$ cat src/rtl/cic_pkg.sv
// Shared types and elaboration helpers for the multi-channel CIC decimator.
package cic_pkg;

   localparam int unsigned MAX_ORDER    = 4;
   localparam int unsigned MAX_DEC_LOG2 = 6;

   // Wide enough for the largest legal decimation ratio; unused upper bits stay zero.
   typedef logic [MAX_DEC_LOG2-1:0] phase_t;

   function automatic int unsigned acc_w(input int unsigned in_w,
                                         input int unsigned order,
                                         input int unsigned dec_log2);
      return in_w + 1 + order * dec_log2;
   endfunction

   function automatic bit params_legal(input int unsigned order,
                                       input int unsigned dec_log2);
      return (order >= 1) && (order <= MAX_ORDER) &&
             (dec_log2 >= 1) && (dec_log2 <= MAX_DEC_LOG2);
   endfunction

endpackage

$ cat src/rtl/cic_decimator_mc_if.sv
// Sample-side bus of the CIC decimator: counter inputs, control and decimated outputs.
interface cic_decimator_mc_if #(
   parameter int unsigned NUM_CH = 2,
   parameter int unsigned IN_W   = 12,
   parameter int unsigned OUT_W  = 9
);
   logic                     enable;
   logic                     clear;
   logic [NUM_CH*IN_W-1:0]   counter_p;
   logic [NUM_CH*IN_W-1:0]   counter_n;
   logic [NUM_CH*OUT_W-1:0]  channel_output;
   logic                     out_valid;
   logic [NUM_CH-1:0]        sat_flag;

   modport master (
      output enable, clear, counter_p, counter_n,
      input  channel_output, out_valid, sat_flag
   );

   modport slave (
      input  enable, clear, counter_p, counter_n,
      output channel_output, out_valid, sat_flag
   );
endinterface

$ cat src/rtl/cic_channel.sv
// One CIC channel: counter difference, pipelined integrators, combs on tick, shift and clip.
module cic_channel
   import cic_pkg::*;
#(
   parameter int unsigned IN_W     = 12,
   parameter int unsigned ORDER    = 2,
   parameter int unsigned DEC_LOG2 = 3,
   parameter int unsigned SHIFT    = 3,
   parameter int unsigned OUT_W    = 9
) (
   input  logic                    CLK_24M,
   input  logic                    reset,
   input  logic                    enable,
   input  logic                    clear,
   input  logic                    tick,
   input  logic [IN_W-1:0]         counter_p,
   input  logic [IN_W-1:0]         counter_n,
   output logic signed [OUT_W-1:0] channel_output,
   output logic                    sat_flag
);
   localparam int unsigned ACC_W = acc_w(IN_W, ORDER, DEC_LOG2);
   localparam logic signed [ACC_W-1:0] Y_MAX = ACC_W'((longint'(1) <<< (OUT_W - 1)) - 1);
   localparam logic signed [ACC_W-1:0] Y_MIN = ~Y_MAX;

   logic signed [IN_W:0]      diff_c;
   logic signed [ACC_W-1:0]   diff_ext_c;
   logic signed [ACC_W-1:0]   integ    [ORDER];
   logic signed [ACC_W-1:0]   dly      [ORDER];
   logic signed [ACC_W-1:0]   comb_in_c[ORDER];
   logic signed [ACC_W-1:0]   comb_out_c;
   logic signed [ACC_W-1:0]   shifted_c;
   logic                      clip_hi_c;
   logic                      clip_lo_c;
   logic signed [OUT_W-1:0]   y_c;

   assign diff_c     = $signed({1'b0, counter_p}) - $signed({1'b0, counter_n});
   assign diff_ext_c = ACC_W'(diff_c);

   // Comb chain from the pre-edge last integrator; comb_in_c[i] is what dly[i] captures.
   always_comb begin : comb_chain
      logic signed [ACC_W-1:0] stage;
      stage = integ[ORDER-1];
      for (int i = 0; i < ORDER; i++) begin
         comb_in_c[i] = stage;
         stage        = stage - dly[i];
      end
      comb_out_c = stage;
   end

   assign shifted_c = comb_out_c >>> SHIFT;
   assign clip_hi_c = shifted_c > Y_MAX;
   assign clip_lo_c = shifted_c < Y_MIN;
   assign y_c       = clip_hi_c ? OUT_W'(Y_MAX) :
                      clip_lo_c ? OUT_W'(Y_MIN) : OUT_W'(shifted_c);

   always_ff @(posedge CLK_24M or negedge reset) begin
      if (!reset) begin
         for (int i = 0; i < ORDER; i++) begin
            integ[i] <= '0;
            dly[i]   <= '0;
         end
         channel_output <= '0;
         sat_flag       <= 1'b0;
      end else if (clear) begin
         for (int i = 0; i < ORDER; i++) begin
            integ[i] <= '0;
            dly[i]   <= '0;
         end
         channel_output <= '0;
         sat_flag       <= 1'b0;
      end else if (enable) begin
         // Integrators wrap modulo 2**ACC_W; the combs undo the wrap exactly.
         integ[0] <= integ[0] + diff_ext_c;
         for (int i = 1; i < ORDER; i++) begin
            integ[i] <= integ[i] + integ[i-1];
         end
         if (tick) begin
            for (int i = 0; i < ORDER; i++) begin
               dly[i] <= comb_in_c[i];
            end
            channel_output <= y_c;
            if (clip_hi_c || clip_lo_c) begin
               sat_flag <= 1'b1;
            end
         end
      end
   end

endmodule

$ cat src/rtl/cic_decimator_mc.sv
// Multi-channel CIC decimator top: shared decimation phase and strobe, one cic_channel per channel.
module cic_decimator_mc
   import cic_pkg::*;
#(
   parameter int unsigned NUM_CH   = 2,
   parameter int unsigned IN_W     = 12,
   parameter int unsigned ORDER    = 2,
   parameter int unsigned DEC_LOG2 = 3,
   parameter int unsigned SHIFT    = 3,
   parameter int unsigned OUT_W    = 9
) (
   input  logic               CLK_24M,
   input  logic               reset,
   cic_decimator_mc_if.slave  bus
);
   localparam phase_t PHASE_LAST = phase_t'((1 << DEC_LOG2) - 1);

   if (!params_legal(ORDER, DEC_LOG2)) begin : g_bad_params
      $error("cic_decimator_mc: ORDER must be 1..4 and DEC_LOG2 1..6");
   end
   if (OUT_W > acc_w(IN_W, ORDER, DEC_LOG2)) begin : g_bad_out_w
      $error("cic_decimator_mc: OUT_W exceeds the accumulator width");
   end

   phase_t phase;
   logic   tick_c;

   assign tick_c = bus.enable & ~bus.clear & (phase == PHASE_LAST);

   // Decimation phase; out_valid follows the tick edge by one cycle and drops when frozen.
   always_ff @(posedge CLK_24M or negedge reset) begin
      if (!reset) begin
         phase         <= '0;
         bus.out_valid <= 1'b0;
      end else begin
         bus.out_valid <= tick_c;
         if (bus.clear) begin
            phase <= '0;
         end else if (bus.enable) begin
            phase <= (phase == PHASE_LAST) ? '0 : phase + phase_t'(1);
         end
      end
   end

   for (genvar k = 0; k < NUM_CH; k++) begin : g_ch
      cic_channel #(
         .IN_W     (IN_W),
         .ORDER    (ORDER),
         .DEC_LOG2 (DEC_LOG2),
         .SHIFT    (SHIFT),
         .OUT_W    (OUT_W)
      ) u_channel (
         .CLK_24M        (CLK_24M),
         .reset          (reset),
         .enable         (bus.enable),
         .clear          (bus.clear),
         .tick           (tick_c),
         .counter_p      (bus.counter_p[k*IN_W +: IN_W]),
         .counter_n      (bus.counter_n[k*IN_W +: IN_W]),
         .channel_output (bus.channel_output[k*OUT_W +: OUT_W]),
         .sat_flag       (bus.sat_flag[k])
      );
   end

endmodule

$ cat src/flat_wrapper.sv
// flat-port wrapper written by rule: the top's interface ports become plain ports
module cic_decimator_mc_flat import cic_pkg::*;
#(
   parameter int unsigned NUM_CH   = 2,
   parameter int unsigned IN_W     = 12,
   parameter int unsigned ORDER    = 2,
   parameter int unsigned DEC_LOG2 = 3,
   parameter int unsigned SHIFT    = 3,
   parameter int unsigned OUT_W    = 9
)
  (CLK_24M, reset, bus_enable, bus_clear, bus_counter_p, bus_counter_n, bus_channel_output, bus_out_valid, bus_sat_flag);
  cic_decimator_mc_if #(.NUM_CH(NUM_CH), .IN_W(IN_W), .OUT_W(OUT_W)) bus_i ();
  input  logic CLK_24M;
  input  logic reset;
  input wire logic [$bits(bus_i.enable)-1:0] bus_enable;
  input wire logic [$bits(bus_i.clear)-1:0] bus_clear;
  input wire logic [$bits(bus_i.counter_p)-1:0] bus_counter_p;
  input wire logic [$bits(bus_i.counter_n)-1:0] bus_counter_n;
  output wire logic [$bits(bus_i.channel_output)-1:0] bus_channel_output;
  output wire logic [$bits(bus_i.out_valid)-1:0] bus_out_valid;
  output wire logic [$bits(bus_i.sat_flag)-1:0] bus_sat_flag;
  assign bus_i.enable = bus_enable;
  assign bus_i.clear = bus_clear;
  assign bus_i.counter_p = bus_counter_p;
  assign bus_i.counter_n = bus_counter_n;
  assign bus_channel_output = bus_i.channel_output;
  assign bus_out_valid = bus_i.out_valid;
  assign bus_sat_flag = bus_i.sat_flag;
  cic_decimator_mc #(.NUM_CH(NUM_CH), .IN_W(IN_W), .ORDER(ORDER), .DEC_LOG2(DEC_LOG2), .SHIFT(SHIFT), .OUT_W(OUT_W)) u_core (.CLK_24M(CLK_24M), .reset(reset), .bus(bus_i));
endmodule
$ cat config.mk
export PLATFORM = sky130hd
export DESIGN_NAME = cic_decimator_mc_flat
export DESIGN_NICKNAME = d
export VERILOG_FILES = /design/src/rtl/cic_pkg.sv /design/src/rtl/cic_decimator_mc_if.sv /design/src/rtl/cic_channel.sv /design/src/rtl/cic_decimator_mc.sv /design/src/flat_wrapper.sv
export SDC_FILE = /design/constraint.sdc
export NUM_CORES = 1
export LEC_CHECK = 0
export BUFFER_PORTS_ARGS = -buffer_cell sky130_fd_sc_hd__buf_2
export CORE_MARGIN = 4
export CORE_UTILIZATION = 55
export DETAILED_ROUTE_END_ITERATION = 6
export PLACE_DENSITY = 0.79
export SYNTH_ARGS = -nofsm -noshare
export SYNTH_HDL_FRONTEND = slang
export SYNTH_SLANG_ARGS = --single-unit
$ cat constraint.sdc
create_clock -name CLK_24M -period 6.35 [get_ports CLK_24M]
set_input_delay 0.635 -clock CLK_24M [delete_from_list [all_inputs] [get_ports CLK_24M]]
set_output_delay 0.635 -clock CLK_24M [all_outputs]
set_load 0.02 [all_outputs]
# Word-level counts from Yosys, hierarchy flattened
# Index checks and enable logic that the tools add are counted.
# totals
in_bits	52
out_inout_bits	21
word_cells	73
register_bits	179
# op_classes
n_eq_ne	1
bitwise	3
reduce_logical	9
addsub	11
n_lt_le_gt_ge	4
n_mux	31
# op_table
operator	n
$mux 38	10
$mux 9	10
$sub 19x19->19	4
$add 19x13->19	2
$add 19x19->19	2
$gt 16x9->1 const B	2
$lt 16x9->1 const B	2
$sub 12x12->13	2
$mux 6	3
$mux 1	8
$reduce_bool 2->1	4
$add 6x1->6 const B	1
$eq 6x3->1 const B	1
$reduce_and 3->1	2
$and 1x1->1	2
$logic_or 1x1->1	2
$reduce_and 2->1	1
$not 1->1	1

# Longest topological paths before layout
# logic_depth
ltp_word	8
ltp_mapped	25
ltp_nobuf	24

# Modules after synthesis
# From an unflattened synthesis, not the netlist that was laid out.
# hier_totals
hier_cells	1571
area_unflattened_um2	14421.3
# modules_own_cells
mod	cells_per_inst	area_each_um2	seq_area_each_um2	n_inst
cic_channel (u_core.g_ch[1].u_channel)	761	7078.0	2152.1	1
cic_channel (u_core.g_ch[0].u_channel)	777	6991.7	2152.1	1
cic_decimator_mc	33	351.6	175.2	1

# Worst setup path before layout
# Ideal clock, no wire load.
# synth_timing
kind	flip-flop to flip-flop
startpoint	reg u_core.g_ch[1].u_channel.integ (netlist bit u_core.g_ch[1].u_channel.comb_in_c[19])
endpoint	reg u_core.g_ch[1].u_channel.channel_output[1]
arrival_ns	4.562
path_buffers	1
setup_slack_ns	1.661
synth_period_minus_slack_ns	4.689
required_time_ns	6.224
setup_ns	0.126
stages_incl_launch_ff	24
path_cell_list	dfrtp_1 > inv_1 > ha_1 > inv_1 > fa_1 > a211oi_1 > o21ai_0 > a31oi_1 > nor2_1 > o21a_1 > o21ai_0 > nand2b_1 > a21oi_1 > xnor2_1 > ha_1 > a21o_1 > a21oi_1 > nor3b_1 > o21ai_0 > a31oi_1 > xor3_1 > and3_1 > buf_2 > a221o_1
# synth_between
elab_chain_len	8
elab_cells_between_ends	9
classes_between	2 x add/sub; 2 x order compare; 5 x mux
# synth_lines
item	line	rtl
start, declared	cic_channel.sv:27	logic signed [ACC_W-1:0] integ [ORDER];
start signal, assigned by index	cic_channel.sv:75	integ[i] <= integ[i] + integ[i-1];
$sub 19x19->19 * (2 in series)	cic_channel.sv:45	stage = stage - dly[i];
$lt 16x9->1	cic_channel.sv:52	assign clip_lo_c = shifted_c < Y_MIN;
$mux 9	cic_channel.sv:54	clip_lo_c ? OUT_W'(Y_MIN) : OUT_W'(shifted_c);
$mux 9 *	cic_channel.sv:53	assign y_c = clip_hi_c ? OUT_W'(Y_MAX) :
$mux 9 *	cic_channel.sv:77	if (tick) begin
$mux 9 *	cic_channel.sv:71	end else if (enable) begin
$mux 9 *	cic_channel.sv:64	end else if (clear) begin
end signal, assigned	cic_channel.sv:81	channel_output <= y_c;
end, declared	cic_channel.sv:18	output logic signed [OUT_W-1:0] channel_output,
# Every way passes the cells marked *; elsewhere a longest branch is shown, timed or not. The select of a mux whose other input is x is not followed.
# A chain may end at the register's enable or synchronous reset.

# Final worst setup path
# layout_timing
startpoint	reg u_core.g_ch[1].u_channel.integ (netlist bit u_core.g_ch[1].u_channel.comb_in_c[19])
endpoint	reg u_core.g_ch[1].u_channel.channel_output[6]
# Same word-level chain as after synthesis.

==> reports/summary.md <==
The average wire per standard cell was 14.81 um. The number of antenna violations at the first check in global routing came out at 0. The layout has 2125 filler cells.

The switching power as a share of total power works out to 0.4469. The share of Yosys cell area claimed by the top area cell type is 0.3159. The run gives 0.5614 as the starting density of the core. The static leakage was 7.587 nW.

For this run, design rule violations remaining after detail routing come to 0. VDD sags by at most 0.3819 mV. Total count of hold-check failures in the final report: 0. The share of power burned in combinational logic came out at 0.666. 0 antenna diodes ended up in the layout. For the worst-skew pair, the clock arrives at the later sink with an insertion delay of 440 ps. The critical path arrival is 5580 ps, and the placement row count is 58. The run gives 4 as the H-tree depth reported by CTS.

Areal power density over the cells: 493.0 mW/mm2. The sequential-to-total area share from yosys stat came out at 0.3159. The via count of the first global-routing pass is 10780, and the instance count of the mapped netlist is 1563. The biggest area contributor in the post-synthesis netlist is sky130_fd_sc_hd__dfrtp_1. TritonCTS built the clock tree.

Across the run, the number of max-cap violations was 0. The number of synthesized flops with an enable pin came out at 0. During synthesis, Yosys emitted a total of 0 warnings. Leading register cell type out of synthesis: sky130_fd_sc_hd__dfrtp_1. Setup repair after global routing left no endpoint under its margin. Across all layers, the routed design uses 11290 vias.

The flow ran to the end, and the final reports show no timing, DRC or antenna violations. Synthesis inferred 179 register bits. The shortest period the worst path allows came out at 5258 ps.

The remaining global-route overflow was 0. Sorting the synthesized cells by area gives the leading types as sky130_fd_sc_hd__dfrtp_1 (32%), sky130_fd_sc_hd__ha_1 (15%), sky130_fd_sc_hd__xnor2_1 (5.3%). The net count of the finished layout is 1842. A synthesized cell averages 9.071 um2. The run gives 0.3111 as the worst relative slew slack. The global placer's final weighted congestion is 0.8624, and the post-cts sizing count is 0.

The number of buffers inserted during clock tree synthesis is 17, and the number of input and output port buffers inserted is 72. Entering global routing, the biggest net connects 118 pins. The overall fraction of global-route tracks in use was 0.2074.

The die is 168.6 um tall. The clock network fraction of total power is 0.143. The die covers 0.02841 mm2.

The fraction of layout instances using a drive strength above 1 came out at 0.08728. The worst hold path belongs to the class in -> async. In this run the cell area of the synthesized design comes to 0.01418 mm2. The slew at the pin with the worst max-slew slack was 1033 ps. Buffers inserted to repair hold after CTS numbered 0.

In the final timing run, aggregate negative setup slack is 0 ps. For the first-pass GRT wire length, the log shows 50.45 mm. Data on the critical path is required at its endpoint by 6670 ps. Ranked by instance count, the synthesized netlist is headed by sky130_fd_sc_hd__dfrtp_1 (179), sky130_fd_sc_hd__ha_1 (167), sky130_fd_sc_hd__nor2_1 (163). For this design the top-level I/O count stands at 73. The worst setup path is captured at a flip-flop. The tools report the number of DRC violations after detailed-routing iteration 0 as 662. The logs give 0 for the total setup buffers inserted after CTS and 80 for the number of different library cells in the post-synthesis netlist. After clock tree synthesis, the clock-pin slew on the worst setup and hold paths is 70 ps.

The cell count after placement was 1926. The post-layout instance count excluding filler cells is 1957, and the total core area is 0.02525 mm2. The internal power of the cells totals 4.212 mW. From left edge to right edge, the die measures 168.6 um. The tree built by TritonCTS fans out to 179 sinks. The worst setup path is launched from a flip-flop. Setup violations remaining at the end of the flow were counted as 0. For this run, the top clock speed supported by timing is 0.1902 GHz. The ratio of routed vias to standard cells works out to 5.770.

On the final layout, the worst clock skew is 8.867 ps. The fraction of registers with async set/reset came out at 1.000. The critical path class was reg -> reg. The sequential group share of total power came out at 0.190. The most frequent cell after synthesis was sky130_fd_sc_hd__dfrtp_1. Detailed placement ended at an HPWL of 21.02 mm.

For the number of nets produced by synthesis, the log shows 1790. The area growth from synthesis to layout is 8.940%. The share of the clock period used by the worst path is 0.8280. Clock tree synthesis selected as its root buffer the cell sky130_fd_sc_hd__clkbuf_16. Number of buffers on the longest clock path: 2.

In this run the worst path has a maximum fanout of 8. The first detailed-routing pass took 5 iterations. The count of pins over their slew limit is 0. Summed over all layers, the routed wires come to 28.99 mm. The detail route stage leaves a number of antenna-violating nets equal to 0. For the net load switching power, the log shows 3.403 mW.
[per-layer routing]
layer / track usage / share of wire / vias up
met3: 0.02989 / 0.042 / 33
li1: - / - / 5734
met4: 0.05575 / 0.014 / 0
met5: 0 / 0 / -
met2: 0.3300 / 0.44 / 236
met1: 0.2984 / 0.50 / 5289
[area by class of cell]
class	instances	area, um2	share of cell area
repair buffers	78	414.1	0.02681
well taps	330	412.9	0.02673
clock inverters	12	155.1	0.01004
clock buffers	19	452.9	0.02932
flip-flops and latches	179	4479	0.2900
inverters	139	521.8	0.03378
multi-input cells	1200	9010	0.5833
[path summary, 6_finish.rpt]
kind / from / to / slack, ps / cells after the start
worst max register to register: u_core.g_ch[1].u_channel.comb_in_c[19] / u_core.g_ch[1].u_channel.channel_output[6] / 1090 / 23
worst max-delay path: u_core.g_ch[1].u_channel.comb_in_c[19] / u_core.g_ch[1].u_channel.channel_output[6] / 1090 / 23
worst min-delay path: reset / u_core.g_ch[1].u_channel.integ[37] / 320 / 1
max in group asynchronous: reset / u_core.g_ch[0].u_channel.dly[10] / 4620 / 2
worst min register to register: u_core.g_ch[0].u_channel.channel_output[8] / u_core.g_ch[0].u_channel.channel_output[8] / 480 / 2
min in group CLK_24M: u_core.g_ch[0].u_channel.channel_output[8] / u_core.g_ch[0].u_channel.channel_output[8] / 480 / 2
[critical path: stages, from the launching register on]
cell	delay, ps
sky130_fd_sc_hd__dfrtp_1	400
sky130_fd_sc_hd__inv_1	70
sky130_fd_sc_hd__ha_1	130
sky130_fd_sc_hd__inv_1	60
sky130_fd_sc_hd__fa_1	410
sky130_fd_sc_hd__a211oi_1	290
sky130_fd_sc_hd__o21ai_0	140
sky130_fd_sc_hd__a31oi_1	310
sky130_fd_sc_hd__nor2_1	80
sky130_fd_sc_hd__o21a_1	190
sky130_fd_sc_hd__o21ai_0	140
sky130_fd_sc_hd__nand2b_1	70
sky130_fd_sc_hd__a21oi_1	180
sky130_fd_sc_hd__xnor2_1	190
sky130_fd_sc_hd__ha_1	350
sky130_fd_sc_hd__a21o_1	190
sky130_fd_sc_hd__a21oi_1	370
sky130_fd_sc_hd__nor3b_1	220
sky130_fd_sc_hd__o21ai_0	120
sky130_fd_sc_hd__a31oi_1	240
sky130_fd_sc_hd__xor3_1	380
sky130_fd_sc_hd__a21oi_1	160
sky130_fd_sc_hd__nor2_2	100
sky130_fd_sc_hd__a221o_1	350
[power groups by stage]
stage | clock [mW] | combinational [mW] | sequential, mW
2_1_floorplan | 0 | 4.20 | 1.40
3_3_place_gp | 0 | 4.82 | 1.46
3_5_place_dp | 0 | 4.99 | 1.47
4_1_cts | 1.11 | 5.04 | 1.45
5_1_grt | 1.17 | 5.66 | 1.47
6_report | 1.09 | 5.07 | 1.45
[cell families after synthesis]
family                     Yosys count  share of synthesized area
AOI/OAI and AO/OA                  429                     0.2188
and+or+nand+nor                    416                     0.1396
buffers and inverters              184                    0.04942
DFF                                179                     0.3159
adders and majority gates          175                     0.1587
xor gates and xnor gates           134                    0.08516
muxes                               46                    0.03247
[metrics by stage]
step	area (um2)	util	hold WS, ps	power, mW	setup WS [ps]
floorplan	14180	-	339.4	5.597	1661
global placement	14840	0.5875	456.9	6.280	1250
detailed placement	14840	0.5875	469.5	6.454	1166
CTS	15450	0.6116	370.5	7.596	1120
global route	15450	0.6116	409.8	8.300	724.5
finish	15450	0.6116	316.3	7.615	1092
[placed cells by master (no fill, tap or decap), types with 5 or more instances in the layout]
master                      Yosys  final
sky130_fd_sc_hd__clkbuf_16      0     17
sky130_fd_sc_hd__a31oi_1       13     13
sky130_fd_sc_hd__nand2b_1      14     14
sky130_fd_sc_hd__buf_2          2     70
sky130_fd_sc_hd__mux2i_1       46     46
sky130_fd_sc_hd__or3_1         20     20
sky130_fd_sc_hd__a211oi_1      15     15
sky130_fd_sc_hd__xor2_1        46     46
sky130_fd_sc_hd__inv_1        139    138
sky130_fd_sc_hd__o211ai_1      14     14
sky130_fd_sc_hd__a31o_2         5      5
sky130_fd_sc_hd__ha_1         167    167
sky130_fd_sc_hd__o21a_1        21     21
sky130_fd_sc_hd__nor3_1        44     44
sky130_fd_sc_hd__dfrtp_1      179    179
sky130_fd_sc_hd__a21oi_1       88     87
sky130_fd_sc_hd__and3_1        16     16
sky130_fd_sc_hd__a22o_1        75     75
sky130_fd_sc_hd__o21ai_0       60     60
sky130_fd_sc_hd__nand4_1        8      8
sky130_fd_sc_hd__a21boi_0       6      6
sky130_fd_sc_hd__a21o_1        48     48
sky130_fd_sc_hd__a221o_1        9      9
sky130_fd_sc_hd__fa_1           8      8
sky130_fd_sc_hd__o21bai_1      10     10
sky130_fd_sc_hd__or2_2          6      6
sky130_fd_sc_hd__xnor2_1       86     86
sky130_fd_sc_hd__nor2b_1       25     25
sky130_fd_sc_hd__nand3_1       25     25
sky130_fd_sc_hd__and2_1        10     10
sky130_fd_sc_hd__nand2_1       66     66
sky130_fd_sc_hd__o31ai_1       10     10
sky130_fd_sc_hd__a311oi_1       5      5
sky130_fd_sc_hd__nor2_1       163    163
sky130_fd_sc_hd__buf_4          2      7
[registers in the layout (all words and copies together), names as in the netlist]
name and cells:
u_core.g_ch.u_channel.dly 76, u_core.phase 6, u_core.bus.out_valid 1, u_core.g_ch.u_channel.comb_in_c 38, u_core.g_ch.u_channel.sat_flag 2, u_core.g_ch.u_channel.channel_output 18
u_core.g_ch.u_channel.integ 38
No activity file was read; power rests on OpenSTA's default activity.
